--- config.mk ---
export PLATFORM = sky130hd
export DESIGN_NAME = pc_fetch_unit
export DESIGN_NICKNAME = d
export VERILOG_FILES = /design/src/rtl/pc_fetch_unit_pkg.sv /design/src/rtl/pc_fetch_unit.sv
export SDC_FILE = /design/constraint.sdc
export NUM_CORES = 1
export LEC_CHECK = 0
export ABC_AREA = 1
export CAP_MARGIN = 40
export CORE_MARGIN = 2
export CORE_UTILIZATION = 43
export DETAILED_ROUTE_END_ITERATION = 8
export GPL_TIMING_DRIVEN = 0
export PLACE_DENSITY = 0.88
export RECOVER_POWER = 100
export SYNTH_ARGS = -nofsm -noshare
export SYNTH_HDL_FRONTEND = slang
export SYNTH_SLANG_ARGS = --single-unit
--- constraint.sdc ---
create_clock -name clk -period 2.02 [get_ports clk]
set_input_delay 0.202 -clock clk [delete_from_list [all_inputs] [get_ports clk]]
set_output_delay 0.202 -clock clk [all_outputs]
set_load 0.01 [all_outputs]
--- src/rtl/pc_fetch_unit_pkg.sv ---
// Shared types for the PC/fetch block: fetch FSM encoding and reset-PC default.
package pc_fetch_unit_pkg;

    typedef enum logic [2:0] {
        ST_IDLE,
        ST_REQ,
        ST_WAIT,
        ST_HOLD,
        ST_ERR
    } fetch_state_t;

    localparam logic [31:0] DEFAULT_RESET_PC = 32'h0000_0000;

    function automatic logic is_misaligned(input logic [31:0] addr);
        return addr[1:0] != 2'b00;
    endfunction

endpackage

--- src/rtl/pc_fetch_unit.sv ---
// Purpose: owns the architectural PC, issues IMEM fetches and holds the fetched word for decode.
// Latency: request accepted at t, response at t+1, inst_valid at t+2; one instruction per 3 cycles.
// Backpressure: request held stable until imem_req_ready; instruction held until inst_ready.
module pc_fetch_unit
    import pc_fetch_unit_pkg::*;
#(
    parameter logic [31:0] RESET_PC = DEFAULT_RESET_PC,
    parameter int          CNT_W    = 32
) (
    input  logic             clk,
    input  logic             rst,
    output logic [31:0]      pc,
    input  logic [31:0]      npc,
    output logic             imem_req_valid,
    output logic [31:0]      imem_req_addr,
    input  logic             imem_req_ready,
    input  logic             imem_rsp_valid,
    input  logic [31:0]      imem_rsp_data,
    output logic             inst_valid,
    output logic [31:0]      inst,
    output logic [31:0]      inst_pc,
    input  logic             inst_ready,
    output logic             misalign_err,
    output logic [CNT_W-1:0] retired_cnt
);

    fetch_state_t state;

    assign imem_req_addr = pc;

    // Valids and the error flag are registered alongside the state so they never glitch.
    always_ff @(posedge clk) begin
        if (rst) begin
            state          <= ST_IDLE;
            pc             <= RESET_PC;
            inst           <= 32'h0;
            inst_pc        <= 32'h0;
            retired_cnt    <= '0;
            imem_req_valid <= 1'b0;
            inst_valid     <= 1'b0;
            misalign_err   <= 1'b0;
        end else begin
            case (state)
                ST_IDLE: begin
                    state          <= ST_REQ;
                    imem_req_valid <= 1'b1;
                end
                ST_REQ: begin
                    if (imem_req_ready) begin
                        state          <= ST_WAIT;
                        imem_req_valid <= 1'b0;
                    end
                end
                ST_WAIT: begin
                    if (imem_rsp_valid) begin
                        inst       <= imem_rsp_data;
                        inst_pc    <= pc;
                        inst_valid <= 1'b1;
                        state      <= ST_HOLD;
                    end
                end
                ST_HOLD: begin
                    if (inst_ready) begin
                        pc          <= npc;
                        retired_cnt <= retired_cnt + CNT_W'(1);
                        inst_valid  <= 1'b0;
                        if (is_misaligned(npc)) begin
                            state        <= ST_ERR;
                            misalign_err <= 1'b1;
                        end else begin
                            state          <= ST_REQ;
                            imem_req_valid <= 1'b1;
                        end
                    end
                end
                ST_ERR: begin
                    // Terminal until reset: no fetches, nothing presented to decode.
                    state <= ST_ERR;
                end
                default: begin
                    state          <= ST_IDLE;
                    imem_req_valid <= 1'b0;
                    inst_valid     <= 1'b0;
                end
            endcase
        end
    end

endmodule

; Word level (Yosys, flattened, before mapping)
; Cells that the tools add are included.
; W data, S select, Z words.
[word_totals]
word_cells = 41
in_bits = 69
register_bits = 134
[op_classes]
n_eq_ne = 8
muxes = 12
add_sub_neg = 1
bitwise_logic = 2
reduce_logical = 10
[op_table]
columns = op, n
row1 = $add A32 B1 Y32 const B, 1
row2 = $pmux W3 S5, 1
row3 = $mux W3, 4
row4 = $reduce_and A3 Y1, 3
row5 = $ne A2 B2 Y1 const B, 4
row6 = $eq A3 B2 Y1 const B, 2
row7 = $mux W1, 5
row8 = $pmux W1 S4, 1
row9 = $reduce_and A2 Y1, 2
row10 = $reduce_and A4 Y1, 1
row11 = $eq A3 B1 Y1 const B, 1
row12 = $eq A3 B3 Y1 const B, 1
row13 = $logic_not A3 Y1, 1
row14 = $pmux W1 S3, 1
row15 = $reduce_or A3 Y1, 1
row16 = $not A1 Y1, 2
row17 = $reduce_bool A2 Y1, 1
row18 = $reduce_or A2 Y1, 1

; Depth between registers and ports, before layout
[logic_depth]
word_depth = 4
depth_mapped = 10
mapped_depth_nobuf = 10

; Worst setup path after synthesis
; Ideal clock, no wire load.
[synth_timing]
path_type = register -> register
startpoint = register retired_cnt[0]
endpoint = register retired_cnt[14]
required_time_ns = 1.910
arrival_ns = 1.370
path_slack_ns = 0.540
path_buffers = 0
synth_period_minus_slack_ns = 1.480
setup_ns = 0.110
path_stages_with_launch = 11
cell_sequence = dfxtp_1 > ha_1 > inv_1 > nor2_1 > nand2_1 > nor2_4 > nand2_1 > nor2_1 > nand2_1 > nand2_1 > nor2_1
[synth_between]
elab_chain_cells = 1
[synth_rtl]
columns = item, line
row1 = start: declaration, pc_fetch_unit.sv:24  ; output logic [CNT_W-1:0] retired_cnt
row2 = start signal: assignment, pc_fetch_unit.sv:65  ; retired_cnt <= retired_cnt + CNT_W'(1);
row3 = $add A32 B1 Y32, pc_fetch_unit.sv:65
; No other way between the ends.
; A chain may end at the register's enable or synchronous reset.

; Worst setup path in the final report
[layout_timing]
startpoint = register pc[24], in the netlist imem_req_addr[24]
endpoint = output pc[24]
[layout_rtl]
columns = item, line
row1 = start: declaration, pc_fetch_unit.sv:12  ; output logic [31:0] pc,
row2 = start signal: assignment, pc_fetch_unit.sv:64  ; pc <= npc;
; No word-level cell between the ends.

==> impl_metrics.tcl <==
set metrics [dict create \
    wl_per_cell_um 15.00 \
    worstSetupStartpoint "imem_req_addr[24]" \
    synth_nets 857 \
    cts_root_buffer "clkbuf_16" \
    drc 0 \
    cellPowerDensity_nw_per_um2 790.8 \
    tritoncts "built" \
    ys_ff_latch 134 \
    reg2reg_to "imem_req_addr[30]" \
    htreeDepth 4 \
    cts_resized 0 \
    crit_path_top_delay_cell "dlygate4sd3_1" \
    synth_flop_cell "dfxtp_1" \
    synth.cell_area_um2 5730 \
    slew_headroom 0.5324 \
    grt_usage 0.2563 \
    reg2reg_slack_ns 0.31 \
    fin_crit_sh 0.8943 \
    synth-edff-count 0 \
    die_w_um 119.4 \
    cts_sinks 134 \
    drive_gt1_frac 0.08023 \
    post_drt_via_cell_ratio 5.018 \
    die_area_um2 14270 \
    ys_warn_count 0 \
    postCtsSetupRepairBufs 0 \
    fin_nets 1106 \
    grt_pass1_vias 5662 \
    syn_avg_cell_area_um2 7.281 \
    drtIter0Drc 378 \
    start_kind "register" \
    ant_nets 0 \
    max_stage_delay_ns 0.59 \
    leakage_nw 3.748 \
    clock_latency_ns 0.42 \
    antenna_found_initial 0 \
    post_dp_cell_area_um2 8253 \
    worstHoldStart "npc[13]" \
    port_buffers 230 \
    area_growth_pct 53.49 \
    async_flop_share 0 \
    worstSetupPathType "register to output port" \
    r2r_cells 6 \
    fin_util 0.6695 \
    crit_buf_inv 2 \
    holdPathStages 3 \
    rr_startpoint "state[2]" \
    crit_fanout 4 \
    start_util 0.4362 \
    grt_max_degree 17 \
    gp_congestion 0.9066 \
    fin_hold_ws_ns 0.3343 \
    hold-path-endpoint "imem_req_addr[13]" \
    ir_drop_v 0.0004933 \
    fin_setup_tns_ns 0 \
    clk_path_buf_depth 2 \
    layout_commonest_cell "nand2_1" \
    rsz0062_at_grt "false" \
    design_area_um2 8796 \
    finClkSkew_ns 0.007212 \
    ioPinCount 232 \
    outcome "finished clean" \
    path_depth 2 \
    dp_hpwl_mm 13.47 \
    overflow 0 \
    numCtsBuffers 17 \
    hold_violations 0 \
    crit_chain "buf_4 -> dlygate4sd3_1" \
    cap_violations 0 \
    cp_top_family "buffers and inverters" \
    tightest_slew_ns 0.7014 \
    slew_violations 0 \
    synthCells 787 \
    synth_cell_type_count 31 \
    setup.worst_path.end_class "output port" \
    max_freq_mhz 553.6 \
    hold_class "input pin to register" \
    n_antenna_cell 0 \
    yosysSeqAreaShare 0.4681 \
    drt_first_pass_iters 5 \
    core_um2 13140 \
    finalSetupViolations 0 \
    rows 42 \
    totalWireLength_mm 18.35 \
    num_vias 6137 \
    grt_pass1_wl_mm 28.72 \
    clkTransAtPathRegs_ns 0.05 \
    hold_buffers 0 \
    cp_data_arrival_time_ns 1.60 \
    worstPathRequired_ns 1.82 \
    final_cell_mix "216 x nand2_1, 164 x dlygate4sd3_1, 134 x dfxtp_1" \
    finalCriticalPeriod_ns 1.806 \
    die_h_um 119.4 \
]
-- kinds of logic (layout without fill, tap and decap cells) --
group,count (synthesis),after routing,synth area share
compound gates,126,126,0.1129
xor+xnor,2,2,0.003057
fa+ha+maj,1,1,0.002183
buf+inv,121,381,0.1111
flops,134,134,0.4681
simple gates,403,403,0.3026
-- cell usage after synthesis (4+ instances only) --
library cell | count | area (µm²)
o21bai_1 | 4 | 30.03
buf_4 | 44 | 330.3
nand3_1 | 88 | 440.4
nor3_1 | 11 | 55.05
o21ai_0 | 8 | 40.04
inv_1 | 44 | 165.2
nand4_1 | 8 | 50.05
a21oi_1 | 111 | 555.5
nand2_1 | 215 | 807.0
nor2_1 | 68 | 255.2
buf_2 | 8 | 40.04
dfxtp_1 | 134 | 2683
clkbuf_1 | 21 | 78.83
-- per-stage QoR --
| stage | std cells | setup WS [ns] | power [mW] |
|---|---|---|---|
| floorplan | 787 | 0.5400 | 3.527 |
| global placement | 1193 | -0.001803 | 4.102 |
| detailed placement | 1193 | -0.03750 | 4.120 |
| CTS | 1223 | 0.2649 | 7.066 |
| global route | 1223 | 0.1622 | 7.219 |
| finish | 1223 | 0.2135 | 6.955 |
-- worst min-delay path, stage by stage --
cell and delay, ns:
clkdlybuf4s50_1 0.39, nand2_1 0.06, a21oi_1 0.05
-- state kept, by name, indices dropped and copies added (netlist names) --
signal	cells
inst_valid	1
inst	32
misalign_err	1
inst_pc	32
imem_req_addr	32
retired_cnt	32
imem_req_valid	1
state	3
-- per-layer routing --
metal	routed length (µm)	vias to the layer above	GRT usage
li1	-	3028	-
met2	9045	247	0.4429
met3	1218	49	0.05939
met1	7534	2813	0.3023
met5	0	-	0
met4	550	0	0.1132
-- power by group --
part | internal [mW] | switching (mW)
logic | 0.527 | 0.624
clock network | 1.87 | 1.07
registers | 2.76 | 0.102
-- area by class of cell --
type	instances	area (µm²)
sequential	134	2683
buffer	75	454.2
clock buffer	27	523.0
timing repair buffer	230	2302
clock inverter	3	40.04
multi-input combinational	532	2401
inverter	46	172.7
fill	1094	4342
tap	176	220.2
-- how the worst max path moves through the flow --
stage                       to  slack [ns]
6_report                pc[24]        0.21
5_1_grt                 pc[24]        0.16
4_1_cts                  pc[2]        0.26
3_5_place_dp        inst_pc[3]       -0.04
3_3_place_gp        inst_pc[3]      -0.002
2_1_floorplan  retired_cnt[14]        0.54
Power figures use the tool's default switching activity.
